**src/rtl/bus_slave_responder.sv**
```systemverilog
// ---------------------------------------------------------------------------
// bus_slave_responder
//   Slave-side responder for the shared two-master/two-slave bus. One
//   instance sits behind each slave select line. It holds a small register
//   memory and generates the ready/response/split handshake that the bus
//   controller samples to grant masters and to end transfers.
//
//   Transfer types:
//     - in-range read/write : WAIT_CYCLES wait states, then a one-cycle
//                             OKAY data phase
//     - out-of-range address: two-cycle ERROR response, no memory write
//     - in-range read with split_en: SPLIT, then HOLD with split=1 for
//       SPLIT_CYCLES cycles (RETRY to anyone selecting us meanwhile), then
//       RESUME. The next select in RESUME is answered from the buffered word
//       with no wait states.
//
// Ports
//   clk        : bus clock, rising edge
//   rst        : asynchronous reset, active low
//   sel        : slave select from the bus controller
//   read_write : 1 = write, 0 = read
//   addr       : transfer address (ADDR_W)
//   wdata      : write data (DATA_W)
//   split_en   : 1 = in-range reads take the SPLIT path
//   ready      : transfer complete / slave free (registered)
//   response   : 00 OKAY, 01 ERROR, 10 RETRY, 11 SPLIT (registered)
//   split      : high while a split read is pending (registered)
//   rdata      : read data, valid when ready=1 and response=00 in DATA
// ---------------------------------------------------------------------------
module bus_slave_responder #(
  parameter int DATA_W       = 8,
  parameter int ADDR_W       = 8,
  parameter int MEM_DEPTH    = 16,
  parameter int WAIT_CYCLES  = 2,
  parameter int SPLIT_CYCLES = 4
) (
  input  logic              clk,
  input  logic              rst,
  input  logic              sel,
  input  logic              read_write,
  input  logic [ADDR_W-1:0] addr,
  input  logic [DATA_W-1:0] wdata,
  input  logic              split_en,
  output logic              ready,
  output logic [1:0]        response,
  output logic              split,
  output logic [DATA_W-1:0] rdata
);

  // One shared down-counter serves WAIT, ERR and HOLD; it is reloaded on
  // every state entry and never wraps.
  localparam int CNT_MAX = (WAIT_CYCLES > SPLIT_CYCLES) ? WAIT_CYCLES : SPLIT_CYCLES;
  localparam int CNT_W   = (CNT_MAX < 1) ? 1 : $clog2(CNT_MAX + 1);
  localparam int IDX_W   = (MEM_DEPTH < 2) ? 1 : $clog2(MEM_DEPTH);

  localparam logic [CNT_W-1:0] WAIT_LD  = CNT_W'(WAIT_CYCLES - 1);
  localparam logic [CNT_W-1:0] SPLIT_LD = CNT_W'(SPLIT_CYCLES - 1);

  localparam logic [1:0] RSP_OKAY  = 2'b00;
  localparam logic [1:0] RSP_ERROR = 2'b01;
  localparam logic [1:0] RSP_RETRY = 2'b10;
  localparam logic [1:0] RSP_SPLIT = 2'b11;

  typedef enum logic [2:0] {
    S_IDLE   = 3'd0,
    S_WAIT   = 3'd1,
    S_DATA   = 3'd2,
    S_ERR    = 3'd3,
    S_SPLIT  = 3'd4,
    S_HOLD   = 3'd5,
    S_RESUME = 3'd6
  } state_e;

  // Request captured when leaving IDLE so WAIT ignores the live bus.
  typedef struct packed {
    logic              we;
    logic [IDX_W-1:0]  idx;
    logic [DATA_W-1:0] wdata;
  } req_t;

  state_e            state_q, state_d;
  logic [CNT_W-1:0]  cnt_q, cnt_d;
  logic              ready_q, ready_d;
  logic [1:0]        resp_q, resp_d;
  logic              split_q, split_d;
  logic [DATA_W-1:0] rdata_q;
  logic [DATA_W-1:0] buf_q;
  req_t              req_q;
  req_t              cur_req;
  logic [DATA_W-1:0] mem_q [MEM_DEPTH];

  logic [31:0]       addr_ext;
  logic              in_range;

  assign addr_ext = 32'(addr);
  assign in_range = (addr_ext < MEM_DEPTH);

  // In IDLE the request is taken straight from the bus (needed when
  // WAIT_CYCLES=0 and DATA follows IDLE directly); later from the latch.
  always_comb begin
    cur_req = req_q;
    if (state_q == S_IDLE) begin
      cur_req.we    = read_write;
      cur_req.idx   = addr[IDX_W-1:0];
      cur_req.wdata = wdata;
    end
  end

  // -------------------------------------------------------------------------
  // Next-state and registered-output logic
  // -------------------------------------------------------------------------
  always_comb begin
    state_d = state_q;
    cnt_d   = cnt_q;

    case (state_q)
      S_IDLE: begin
        if (sel) begin
          // Address check wins over split_en; writes never split.
          if (!in_range) begin
            state_d = S_ERR;
            cnt_d   = CNT_W'(1);
          end else if (!read_write && split_en) begin
            state_d = S_SPLIT;
          end else if (WAIT_CYCLES == 0) begin
            state_d = S_DATA;
          end else begin
            state_d = S_WAIT;
            cnt_d   = WAIT_LD;
          end
        end
      end
      S_WAIT: begin
        if (cnt_q == '0) state_d = S_DATA;
        else             cnt_d   = cnt_q - CNT_W'(1);
      end
      S_DATA: state_d = S_IDLE;
      S_ERR: begin
        // cnt=1 marks the first ERROR cycle, cnt=0 the second.
        if (cnt_q != '0) cnt_d   = '0;
        else             state_d = S_IDLE;
      end
      S_SPLIT: begin
        if (SPLIT_CYCLES == 0) begin
          state_d = S_RESUME;
        end else begin
          state_d = S_HOLD;
          cnt_d   = SPLIT_LD;
        end
      end
      S_HOLD: begin
        // sel does not restart the hold window.
        if (cnt_q == '0) state_d = S_RESUME;
        else             cnt_d   = cnt_q - CNT_W'(1);
      end
      S_RESUME: begin
        if (sel) state_d = S_DATA;
      end
      default: begin
        state_d = S_IDLE;
        cnt_d   = '0;
      end
    endcase

    // Outputs are decoded from the state being entered so they appear in
    // the same cycle as the state itself.
    ready_d = 1'b1;
    resp_d  = RSP_OKAY;
    split_d = 1'b0;
    case (state_d)
      S_WAIT: ready_d = 1'b0;
      S_ERR: begin
        ready_d = (state_q == S_ERR);
        resp_d  = RSP_ERROR;
      end
      S_SPLIT: begin
        ready_d = 1'b0;
        resp_d  = RSP_SPLIT;
      end
      S_HOLD: begin
        ready_d = 1'b0;
        split_d = 1'b1;
        // A master selecting us while the split is held is told to retry.
        resp_d  = (state_q == S_HOLD && sel) ? RSP_RETRY : RSP_OKAY;
      end
      default: ;
    endcase
  end

  always_ff @(posedge clk or negedge rst) begin
    if (!rst) begin
      state_q <= S_IDLE;
      cnt_q   <= '0;
      ready_q <= 1'b1;
      resp_q  <= RSP_OKAY;
      split_q <= 1'b0;
    end else begin
      state_q <= state_d;
      cnt_q   <= cnt_d;
      ready_q <= ready_d;
      resp_q  <= resp_d;
      split_q <= split_d;
    end
  end

  // -------------------------------------------------------------------------
  // Request latch, split buffer, read data
  // -------------------------------------------------------------------------
  always_ff @(posedge clk or negedge rst) begin
    if (!rst) begin
      req_q   <= '0;
      buf_q   <= '0;
      rdata_q <= '0;
    end else begin
      if (state_q == S_IDLE && state_d != S_IDLE) req_q <= cur_req;
      if (state_q == S_IDLE && state_d == S_SPLIT) buf_q <= mem_q[cur_req.idx];
      if (state_d == S_DATA) begin
        // The resume path answers from the buffer and never touches memory.
        if (state_q == S_RESUME) rdata_q <= buf_q;
        else if (!cur_req.we)    rdata_q <= mem_q[cur_req.idx];
      end
    end
  end

  // Memory write commits on the edge entering DATA; ERR and the resume
  // path never write.
  always_ff @(posedge clk or negedge rst) begin
    if (!rst) begin
      for (int i = 0; i < MEM_DEPTH; i++) mem_q[i] <= '0;
    end else if (state_d == S_DATA && state_q != S_RESUME && cur_req.we) begin
      mem_q[cur_req.idx] <= cur_req.wdata;
    end
  end

  assign ready    = ready_q;
  assign response = resp_q;
  assign split    = split_q;
  assign rdata    = rdata_q;

endmodule

```
**config.mk**
```make
export PLATFORM = sky130hd
export DESIGN_NAME = bus_slave_responder
export DESIGN_NICKNAME = d
export VERILOG_FILES = /design/src/rtl/bus_slave_responder.sv
export SDC_FILE = /design/constraint.sdc
export NUM_CORES = 1
export LEC_CHECK = 0
export ABC_AREA = 1
export CAP_MARGIN = 30
export CORE_AREA = 2 2 204 146
export CTS_BUF_LIST = sky130_fd_sc_hd__clkbuf_16
export CTS_CLUSTER_SIZE = 16
export DETAILED_ROUTE_END_ITERATION = 8
export DIE_AREA = 0 0 206 148
export PLACE_DENSITY = 0.55
export REMOVE_ABC_BUFFERS = 1
export SKIP_LAST_GASP = 1
export SLEW_MARGIN = 15
export SYNTH_ARGS = -nofsm -noshare
export SYNTH_HDL_FRONTEND = slang
export SYNTH_SLANG_ARGS = --single-unit
```
**constraint.sdc**
```tcl
create_clock -name clk -period 5.05 [get_ports clk]
set_input_delay 0.7575 -clock clk [delete_from_list [all_inputs] [get_ports clk]]
set_output_delay 0.7575 -clock clk [all_outputs]
set_load 0.005 [all_outputs]
```
# Word level (Yosys, flattened, before mapping)
# Index checks and enable logic that the tools add are counted.
dict set report word_totals {
  reg_bits 167
  latchBits 0
  ramBits 0
  romBits 0
  in_bits 21
  elab_cells 93
  memories 0
}
dict set report classes {
  add_sub_neg 1
  n_mul 0
  div_mod_pow 0
  magnitude_cmp 3
  n_eq_ne 17
  shift 0
  n_mux 27
  bitwise 2
  reduce_logical 17
}
# cell n
set ops {}
lappend ops {{$bwmux W128} 1}
lappend ops {{$mux W8} 5}
lappend ops {{$mux W3} 12}
lappend ops {{$bmux W8 S4} 1}
lappend ops {{$demux W8 S4} 1}
lappend ops {{$pmux W3 S6} 1}
lappend ops {{$eq A3 B3 Y1 const B} 5}
lappend ops {{$pmux W3 S5} 1}
lappend ops {{$mux W13} 1}
lappend ops {{$eq A3 B2 Y1 const B} 4}
lappend ops {{$lt A8 B5 Y1 const B} 1}
lappend ops {{$logic_and A1 B1 Y1} 7}
lappend ops {{$eq A3 B1 Y1 const B} 2}
lappend ops {{$logic_not A3 Y1} 2}
lappend ops {{$ne A2 B2 Y1 const B} 3}
lappend ops {{$ne A3 B3 Y1 const B} 2}
lappend ops {{$pmux W2 S3} 1}
lappend ops {{$reduce_bool A3 Y1} 2}
lappend ops {{$ge A5 B5 Y1 const B} 1}
lappend ops {{$lt A5 B1 Y1 const B} 1}
lappend ops {{$not A4 Y5} 1}
lappend ops {{$reduce_and A5 Y1} 1}
lappend ops {{$reduce_or A2 Y1} 2}
lappend ops {{$reduce_or A3 Y1} 1}
lappend ops {{8 further kinds} 8}

# Depth between registers and ports, before layout
# Gate-level depths: netlist of run 1.
dict set report depth {
  word_depth 9
  ltp_mapped 15
  depth_no_buf 14
}

# Least setup slack after synthesis of run 1
# Ideal clock, no wire load.
dict set report synth_timing {
  path_kind {in2reg}
  startpoint {input port addr[4]}
  endpoint {register rdata_q[5] (netlist: rdata[5])}
  arrival_time_ns 2.060
  required_ns 4.934
  path_slack_ns 2.873
  cell_stages 13
  cell_sequence {nor2_1 > nand2_1 > inv_1 > nand2_1 > nor2_1 > nand3_1 > o21ai_1 > nor2_1 > nand2_1 > buf_2 > nor2_1 > nand2_1 > nand2_1}
}
dict set report synth_between {
  elab_chain_cells 6
}
# item line
set synth_lines {}
lappend synth_lines {{start, declared} 41} ;# input logic [ADDR_W-1:0] addr,
lappend synth_lines {{$lt A8 B5 Y1} 96} ;# assign in_range = (addr_ext < MEM_DEPTH);
lappend synth_lines {{$mux W3} 120} ;# if (!in_range) begin
lappend synth_lines {{$mux W3} 118} ;# if (sel) begin
lappend synth_lines {{$pmux W3 S6} 116} ;# case (state_q)
lappend synth_lines {{via state_d[2]} 81} ;# state_e state_q, state_d;
lappend synth_lines {{$eq A3 B2 Y1} 217} ;# if (state_d == S_DATA) begin
lappend synth_lines {{$reduce_and A2 Y1 (no line)} n/a}
lappend synth_lines {{end signal, assigned} 219} ;# if (state_q == S_RESUME) rdata_q <= buf_q;
lappend synth_lines {{end signal, assigned} 220} ;# else if (!cur_req.we) rdata_q <= mem_q[cur_req.idx];
lappend synth_lines {{end, declared} 86} ;# logic [DATA_W-1:0] rdata_q;
# The timed path passes the listed nets, and every way through them passes these cells.
# A chain may end at the register's enable or synchronous reset.

# Final worst setup path of run 1
dict set report layout_timing {
  startpoint {register state_q[2]}
  endpoint {register mem_q[60] in the netlist's numbering}
}
dict set report layout_between {
  elab_chain_cells 8
  elab_cells_between_ends 24
  classes_between {order compare: 2; eq/ne: 7; mux: 10; bitwise: 1; reduce/logical: 4}
}
# item line
set layout_lines {}
lappend layout_lines {{start, declared} 81}
lappend layout_lines {{start signal, assigned} 198} ;# state_q <= state_d;
lappend layout_lines {{$logic_not A3 Y1} {102, 116}}
lappend layout_lines {{$mux W13} 102} ;# if (state_q == S_IDLE) begin
lappend layout_lines {{$not A4 Y5 (not written as such)} 231} ;# mem_q[cur_req.idx] <= cur_req.wdata;
lappend layout_lines {{$ge A5 B5 Y1 (not written as such) / $lt A5 B1 Y1 (equally long branches)} 231}
lappend layout_lines {{$logic_and A1 B1 Y1 (not written as such)} 231}
lappend layout_lines {{$mux W8 (not written as such)} 231}
lappend layout_lines {{$demux W8 S4} 231}
lappend layout_lines {{$bwmux W128} 231}
lappend layout_lines {{end signal, assigned by index} 231}
lappend layout_lines {{end, declared} 90} ;# logic [DATA_W-1:0] mem_q [MEM_DEPTH];
# Parallel ways exist; a longest one is shown, timed or not.

==> results.yml, run 1 <==
clock_network:
  clock-sinks: 167
  cts-htree-levels: 4
  cts_buffers: 17
  postCtsSetupBuffers: 0
  clock_latency_ps: 440
  path_clk_slew_ps: 70
  cts_root_buf: "clkbuf_16"
  cts.path.max_buffers: 2
  cts_tree: "built"
  postCtsResizedCells: 0
  cts_hold_buffers: 0
timing:
  fmax_mhz: 309
  tightest_slew_ps: 876
  setup_slack_ps: 1810
  skew_ps: 9.59
  min_period_ps: 3240
  final-hold-violation-count: 0
  setup_tns_ps: 0
  setup_viol: 0
  final.period_utilization: 0.641
  rsz0062_at_grt: "false"
  hold_slack_ps: 380
  max_slew_margin: 0.403
  slew_violations: 0
run_status:
  status: "finished clean"
critical_path:
  r2r-start: "state_q[2]"
  worstPathRequired_ps: 5360
  cp_slowest_cell: "nor2_2"
  critPathMaxStageDelay_ps: 620
  rrSetupSlack_ps: 1810
  criticalPathCategory: "register to register"
  path_max_fanout: 33
  startpoint_type: "register"
  crit_path_end_kind: "register"
  crit_top_cell: "nand2_1"
  crit_chain: "inv_1, nand2_8, nand2_2, nand2_1, nor2_2, nand2_4, nand2_1, o21ai_2"
  reg2reg_to: "mem_q[60]"
  crit_arrival_ps: 3550
  crit_start: "state_q[2]"
  r2r_cells: 8
power:
  power.density_nw_per_um2: 629
  p_int_mw: 3.33
  sw_frac_of_total: 0.447
  power_frac_seq: 0.346
  combPwrFrac: 0.438
  vdd_drop_max_mv: 0.345
  p_switching_mw: 2.69
  power_frac_clock: 0.216
  cellLeakagePower_nw: 4.86
placed_design:
  hpwl_um: 14100
  placedCellCount: 1409
  post-place-ws_ps: 1600
  portBuffers: 32
  gp_congestion: 0.843
detailed_routing:
  first_pass_iters: 6
  drc: 0
  avgViaCountPerCell: 4.74
  wl_per_cell_um: 15.8
  drt_iter0_drc: 637
  vias: 6826
  ant_nets: 0
  finalWirelength_um: 22800
yosys:
  synth_warnings: 0
  synth_area_um2: 8400
  synth_top_area_frac: 0.494
  netlist_instances: 1043
  synth_cell_types: 34
  avgSynthCellArea_um2: 8.06
  yosys-top-cells-area: "dfrtp_1 (49%), nand2_1 (20%), o21ai_1 (6.3%), nand3_1 (5.5%), o21ai_2 (2.5%)"
  ys_ff_latch: 167
  yosysTopAreaCell: "dfrtp_1"
  ys_seq_area_frac: 0.498
run:
  drv_cap: 0
finish:
  n_antenna_cell: 0
  areaGrowthSynthToFinish_pct: 13.9
  fillers: 3029
  drive_above_1_share: 0.110
  nets: 1073
  instances_no_fill: 1441
floorplan:
  initial_core_util: 0.295
  fp.dieH_um: 148
  fp.dieArea_um2: 30500
  io_pins: 33
  core.rowCount: 52
  dieWidth_um: 206
  core_um2: 28500
global_routing:
  grt_max_degree: 85
  gr-total-overflow: 0
  grt_use_total: 0.159
  grt_pass1_wl_um: 37200
  grt_pass1_vias: 6634
  antenna_found_initial: 0
hold_path:
  worstHoldPathType: "primary input to async pin"
worst max-delay path: cells and delay by family (launching register included):
family,cells,cell delay [ps]
AND/OR/NAND/NOR,6,2310
flip-flops,1,400
buffers and inverters,1,310
AO/OA/AOI/OAI,1,60
power groups by stage:
stage                     sequential (mW)  clock (mW)  combinational (mW)
after floorplan                      2.04           0                1.71
after global placement               2.10           0                2.60
after detailed placement             2.10           0                2.63
after CTS                            2.08        1.32                2.64
after global routing                 2.15        1.38                2.94
final                                2.08        1.30                2.64
final cells by class:
type	count	area (um2)	area share
timing repair buffer	45	432	0.0451
clock inverter	15	146	0.0153
sequential	167	4180	0.437
tap	378	473	0.0494
inverter	26	97.6	0.0102
multi-input combinational	793	3810	0.399
clock buffer	17	425	0.0445
metal layers:
metal | routed length, um | part of all wire | up-vias | global-route usage
met3 | 1240 | 0.055 | 19 | 0.0403
met5 | 0 | 0 | - | 0
met4 | 180 | 0.0079 | 0 | 0.0354
met2 | 9190 | 0.40 | 136 | 0.218
li1 | - | - | 3386 | -
met1 | 12100 | 0.53 | 3285 | 0.246
stage by stage:
stage                     area, um2  total power, mW   util
after floorplan                8050             3.74      -
after global placement         9000             4.70  0.316
after detailed placement       9000             4.74  0.316
after CTS                      9570             6.05  0.336
after global routing           9570             6.48  0.336
final                          9570             6.02  0.336
registers in the layout, indices dropped and copies added (netlist names):
| signal | count |
|---|---|
| cnt_q | 3 |
| ready | 1 |
| mem_q | 128 |
| response | 2 |
| rdata | 8 |
| req_q | 13 |
| split | 1 |
| buf_q | 8 |
| state_q | 3 |
cell families after synthesis:
| family | after synthesis | synth area share |
|---|---|---|
| and+or+nand+nor | 616 | 0.319 |
| DFF | 167 | 0.498 |
| AOI/OAI and AO/OA | 166 | 0.116 |
| buffers and inverters | 83 | 0.0539 |
| muxes | 8 | 0.00953 |
| adders and majority gates | 2 | 0.00298 |
| xor gates and xnor gates | 1 | 0.00104 |
Yosys cell counts:
cell type	n
a21oi_1	4
buf_1	7
buf_12	1
buf_2	2
buf_6	16
clkbuf_1	29
clkbuf_2	2
clkinv_1	1
dfrtp_1	166
dfstp_2	1
ha_1	2
inv_1	19
inv_2	6
mux2i_1	8
nand2_1	448
nand2_2	2
nand2_4	16
nand2_8	1
nand3_1	93
nor2_1	38
nor2_2	9
nor2_4	2
nor2_8	4
nor3_1	3
o2111ai_4	1
o211ai_1	3
o21a_1	1
o21ai_0	24
o21ai_1	105
o21ai_2	24
o21ai_4	2
o22ai_1	1
o31ai_1	1
xnor2_1	1
placed cells by master (no fill, tap or decap), types with 2 or more instances in the layout:
cell	count
inv_2	6
o21ai_4	2
nand3_1	92
o21ai_2	24
clkinv_2	3
clkinvlp_4	2
nor2_2	9
nor2_8	4
dfrtp_1	166
clkdlybuf4s50_1	31
nor3_1	3
nand2_4	16
o21ai_1	105
o21ai_0	24
clkinv_1	4
buf_4	12
nor2_4	2
mux2i_2	7
clkbuf_16	17
o211ai_1	3
bufinv_16	3
nand2_2	3
a21oi_1	4
nor2_1	38
nand2_1	447
ha_1	2
inv_1	23
worst max-delay path by stage:
stage	end	slack, ps	cells past startpoint
after global placement	rdata[7]	1620	13
after CTS	mem_q[60]	1850	8
final	mem_q[60]	1810	8
after floorplan	mem_q[67]	1390	7
after global routing	mem_q[24]	1550	8
after detailed placement	rdata[7]	1600	13
No activity file was read; power rests on OpenSTA's default activity.
==> run 2: changes to the inputs <==
--- a/config.mk
+++ b/config.mk
@@ -12,7 +12,7 @@
 export CTS_CLUSTER_SIZE = 16
 export DETAILED_ROUTE_END_ITERATION = 8
 export DIE_AREA = 0 0 206 148
-export PLACE_DENSITY = 0.55
+export PLACE_DENSITY = 0.56
 export REMOVE_ABC_BUFFERS = 1
 export SKIP_LAST_GASP = 1
 export SLEW_MARGIN = 15
==> constraint.sdc (replaced) <==
create_clock -name clk -period 2.9 [get_ports clk]
set_input_delay 0.435 -clock clk [delete_from_list [all_inputs] [get_ports clk]]
set_output_delay 0.435 -clock clk [all_outputs]
set_load 0.005 [all_outputs]
==> run 2 against run 1 <==
Effect of this change: worst hold slack better by 61 ps; flip-flop and latch count stayed put; count of clock-buffer cells in the layout stayed put; die area stayed put; first-iteration DRC count is 9.3% lower; global-route usage is 0.39 points higher; largest cell class unchanged.
==> results.yml, run 2 (same netlist as run 1, synthesis figures left out) <==
power:
  vdd_drop_max_mv: 0.551
  power.density_nw_per_um2: 1100
  sw_frac_of_total: 0.447
  p_int_mw: 5.95
  cellLeakagePower_nw: 4.96
  power_frac_clock: 0.204
  combPwrFrac: 0.459
  power_frac_seq: 0.337
  total_power_mw: 10.8
  p_switching_mw: 4.82
critical_path:
  critPathMaxStageDelay_ps: 460
  criticalPathCategory: "register to register"
  worstPathRequired_ps: 3230
  crit_path_end_kind: "register"
  crit_chain: "inv_1, nand2_8, nand2_2, nand2_1, buf_12, nor2_2, nand2_4, nand2_1, o21ai_2"
  startpoint_type: "register"
  crit_arrival_ps: 2740
  crit_top_cell: "nand2_1"
  path_max_fanout: 28
  cp_slowest_cell: "nor2_2"
clock_network:
  cts_root_buf: "clkbuf_16"
  cts_tree: "built"
  cts.path.max_buffers: 2
  postCtsResizedCells: 0
  cts-htree-levels: 4
  postCtsSetupBuffers: 0
  path_clk_slew_ps: 70
  clock-sinks: 167
  cts_buffers: 17
  clock_latency_ps: 450
detailed_routing:
  ant_nets: 0
  finalWirelength_um: 23100
  wl_per_cell_um: 15.9
  first_pass_iters: 5
  vias: 6839
  drc: 0
  avgViaCountPerCell: 4.69
  drt_iter0_drc: 578
finish:
  drive_above_1_share: 0.130
  areaGrowthSynthToFinish_pct: 16.5
  postLayoutCellArea_um2: 9780
  final_cell_mix: "nand2_1 (447), dfrtp_1 (166), o21ai_1 (105)"
  top_regs: "mem_q: 128 flops, req_q: 13 flops"
  nets: 1091
  n_antenna_cell: 0
  largest_reg_flops: 128
  layout_commonest_cell: "nand2_1"
  fillers: 3034
  largest_register: "mem_q"
timing:
  rsz0062_at_grt: "false"
  setup_viol: 0
  slew_violations: 0
  final-hold-violation-count: 0
  max_slew_margin: 0.560
  min_period_ps: 2420
  final.period_utilization: 0.833
  tightest_slew_ps: 660
  setup_slack_ps: 484
  skew_ps: 12.4
  fmax_mhz: 414
  hold_slack_ps: 441
  setup_tns_ps: 0
floorplan:
  fp.dieArea_um2: 30500
  fp.dieH_um: 148
  initial_core_util: 0.295
  core_um2: 28500
  dieWidth_um: 206
  io_pins: 33
  core.rowCount: 52
global_routing:
  grt_max_degree: 87
  grt_pass1_wl_um: 38200
  grt_pass1_vias: 6771
  antenna_found_initial: 0
  grt_use_total: 0.163
  gr-total-overflow: 0
hold_path:
  worstHoldPathType: "primary input to async pin"
placed_design:
  portBuffers: 32
  hpwl_um: 14400
  gp_congestion: 0.850
  post-place-ws_ps: 427
  placed_cell_area_um2: 9220
run_status:
  status: "finished clean"
run:
  drv_cap: 0
run 2: cell count changes in the layout (fill, tap and decap cells not counted):
cell	before	now
inv_1	23	19
mux2i_4	1	0
clkinvlp_4	2	3
buf_4	12	21
inv_6	0	1
clkinv_1	4	2
mux2i_2	7	8
clkinv_4	0	6
dlygate4sd3_1	0	1
buf_12	1	9
bufinv_16	3	1
run 2: worst paths after layout:
| check | from | end | slack [ps] | cells after the start |
|---|---|---|---|---|
| worst max-delay path | state_q[2] | mem_q[68] | 480 | 9 |
| worst min-delay path | rst | mem_q[90] | 440 | 2 |
| worst max register to register | state_q[2] | mem_q[68] | 480 | 9 |
| worst min register to register | rdata[2] | rdata[2] | 480 | 2 |
| max in group asynchronous | rst | mem_q[28] | 1670 | 3 |
| min in group clk | rdata[2] | rdata[2] | 480 | 2 |
run 2: power groups by stage:
stage / clock network (mW) / registers, mW / logic, mW
floorplan: 0 / 3.55 / 2.97
global placement: 0 / 3.65 / 4.89
detailed placement: 0 / 3.66 / 4.93
CTS: 2.25 / 3.63 / 4.95
global route: 2.35 / 3.74 / 5.51
finish: 2.20 / 3.63 / 4.94
run 2: cell type report:
class	count	area [um2]	area share
Clock buffer	17	425	0.0435
Clock inverter	15	133	0.0136
Inverter	26	97.6	0.00997
Multi-Input combinational cell	793	3810	0.389
Sequential cell	167	4180	0.427
Tap cell	378	473	0.0483
Timing Repair Buffer	63	669	0.0684
run 2: critical path: cells and delay by family (launching register included):
family / cells / cell delay [ps]
simple gates: 6 / 1300
buf+inv: 2 / 500
flops: 1 / 420
compound gates: 1 / 60
run 2: per-stage QoR:
stage                      util  cells
after floorplan               -    986
after CTS                 0.343   1459
final                     0.343   1459
after global routing      0.343   1459
after global placement    0.323   1426
after detailed placement  0.323   1426
run 2: timing repair:
item                                    in CTS  in global routing
endpoints found under the hold margin       28                  0
hold buffers                                 1                  0
endpoints found under the setup margin       0                  0
run 2: per-layer routing:
layer,GRT usage,wire length (um),part of all wire,up-vias
li1,-,-,-,3413
met1,0.250,12300,0.53,3272
met2,0.225,9430,0.41,134
met3,0.0395,1180,0.051,20
met4,0.0404,216,0.0093,0
met5,0,0,0,-
==> run 3: changes to the inputs <==
--- a/config.mk
+++ b/config.mk
@@ -12,7 +12,7 @@
 export CTS_CLUSTER_SIZE = 16
 export DETAILED_ROUTE_END_ITERATION = 8
 export DIE_AREA = 0 0 206 148
-export PLACE_DENSITY = 0.56
+export PLACE_DENSITY = 0.55
 export REMOVE_ABC_BUFFERS = 1
 export SKIP_LAST_GASP = 1
 export SLEW_MARGIN = 15
==> constraint.sdc (replaced) <==
create_clock -name clk -period 2.4 [get_ports clk]
set_input_delay 0.36 -clock clk [delete_from_list [all_inputs] [get_ports clk]]
set_output_delay 0.36 -clock clk [all_outputs]
set_load 0.005 [all_outputs]
==> run 3 against run 2 <==
Effect of this change: count of clock-buffer cells in the layout stayed put; combinational power is 22% higher; clock power is 20% higher.
==> results.yml, run 3 (same netlist as run 1, synthesis figures left out) <==
run_status:
  status: "finished clean"
critical_path:
  r2r-start: "state_q[2]"
  crit_arrival_ps: 2560
  path_max_fanout: 13
  r2r_cells: 15
  crit_buf_inv: 2
  startpoint_type: "register"
  worstPathRequired_ps: 2740
  reg2reg_to: "rdata[0]"
  crit_top_cell: "nand2_1"
  cp_num_cells: 15
  critPathMaxStageDelay_ps: 420
  crit_chain: "inv_1, nand2_8, nand2_2, nand2_1, buf_4, nand2_1, nand2_1, nand2_1, nand2_1, nand2_1, nand2_1, nor2_1, nand2_1, nand2_1, nand2_1"
  crit_family: "simple AND/OR/NAND/NOR gates"
  rrSetupSlack_ps: 180
  crit_path_end_kind: "register"
  cp_slowest_cell: "dfrtp_1"
  criticalPathCategory: "register to register"
timing:
  setup_tns_ps: 0
  tightest_slew_ps: 456
  min_period_ps: 2220
  hold_slack_ps: 388
  final.period_utilization: 0.925
  rsz0062_at_grt: "false"
  final-hold-violation-count: 0
  skew_ps: 9.94
  slew_violations: 0
  fmax_mhz: 450
  setup_slack_ps: 180
  setup_viol: 0
  max_slew_margin: 0.695
placed_design:
  gp_congestion: 0.848
  portBuffers: 32
  hpwl_um: 14800
  post-place-ws_ps: -27.9
clock_network:
  clock_latency_ps: 440
  cts_buffers: 17
  path_clk_slew_ps: 70
  cts_root_buf: "clkbuf_16"
  cts.path.max_buffers: 2
  clock-sinks: 167
  cts-htree-levels: 4
  cts_tree: "built"
detailed_routing:
  first_pass_iters: 5
  avgViaCountPerCell: 4.71
  vias: 6901
  finalWirelength_um: 23200
  drc: 0
  drt_iter0_drc: 651
  ant_nets: 0
  wl_per_cell_um: 15.8
power:
  cellLeakagePower_nw: 5.00
  vdd_drop_max_mv: 0.759
  power.density_nw_per_um2: 1330
floorplan:
  io_pins: 33
  dieWidth_um: 206
  core.rowCount: 52
  core_um2: 28500
  fp.dieH_um: 148
  initial_core_util: 0.295
  fp.dieArea_um2: 30500
hold_path:
  worstHoldPathType: "primary input to async pin"
global_routing:
  grtUsageMet3: 0.0419
  met1_usage: 0.256
  gr-total-overflow: 0
  grtUsageMet2: 0.217
  antenna_found_initial: 0
  grt_pass1_vias: 6673
  grt_pass1_wl_um: 38100
  grt_use_total: 0.163
  grt_max_degree: 57
  busiest_layer: "met1"
finish:
  layout_commonest_cell: "nand2_1"
  nets: 1099
  multiInputGateArea_um2: 3810
  regArea_um2: 4180
  largest_reg_flops: 128
  n_antenna_cell: 0
  areaGrowthSynthToFinish_pct: 17.1
  top_regs: "mem_q: 128 flops, req_q: 13 flops"
  drive_above_1_share: 0.132
  final_cell_mix: "nand2_1 (447), dfrtp_1 (166), o21ai_1 (105)"
  largest_register: "mem_q"
  fillers: 3036
run:
  drv_cap: 0
run 3: stage by stage:
stage	power, mW	std cells	instance area (um2)	utilization
2_1_floorplan	7.88	986	8050	-
3_3_place_gp	10.4	1434	9280	0.326
3_5_place_dp	10.4	1434	9280	0.326
4_1_cts	13.1	1465	9830	0.345
5_1_grt	14.0	1465	9840	0.345
6_report	13.1	1465	9840	0.345
run 3: routing by layer:
| layer | wire, um | share of wire | vias to the layer above |
|---|---|---|---|
| met3 | 1380 | 0.060 | 21 |
| met4 | 246 | 0.011 | 0 |
| met5 | 0 | 0 | - |
| met2 | 9210 | 0.40 | 159 |
| met1 | 12300 | 0.53 | 3283 |
| li1 | - | - | 3438 |
run 3: final cells by class:
cell class	instances	area share
multi-input combinational	793	0.387
timing repair buffer	71	0.0742
tap	378	0.0481
clock buffer	17	0.0432
clock inverter	13	0.0120
sequential	167	0.425
inverter	26	0.0102
run 3: where the power goes:
part	switching, mW	internal [mW]
registers	0.549	3.83
logic	4.07	1.98
clock network	1.15	1.49
run 3: worst register-to-register path, stage by stage, from the launching register on:
cell     delay [ps]
dfrtp_1         420
inv_1           230
nand2_8         160
nand2_2         140
nand2_1         110
buf_4           200
nand2_1          70
nand2_1          50
nand2_1          50
nand2_1         110
nand2_1         140
nand2_1          60
nor2_1          210
nand2_1          80
nand2_1          60
nand2_1          40
run 3: what timing repair did:
item / 4_1_cts / 5_1_grt
setup endpoints to repair: 0 / 47
endpoints found under the hold margin: 31 / 0
hold buffers: 1 / 0
setup buffers: 0 / 0
resized for setup: 0 / 3
run 3: how the worst max path moves through the flow:
| stage | from | to |
|---|---|---|
| 6_report | state_q[2] | rdata[0] |
| 5_1_grt | state_q[2] | rdata[0] |
| 4_1_cts | state_q[2] | mem_q[19] |
| 3_5_place_dp | addr[1] | mem_q[19] |
| 3_3_place_gp | addr[1] | mem_q[19] |
| 2_1_floorplan | state_q[2] | mem_q[67] |
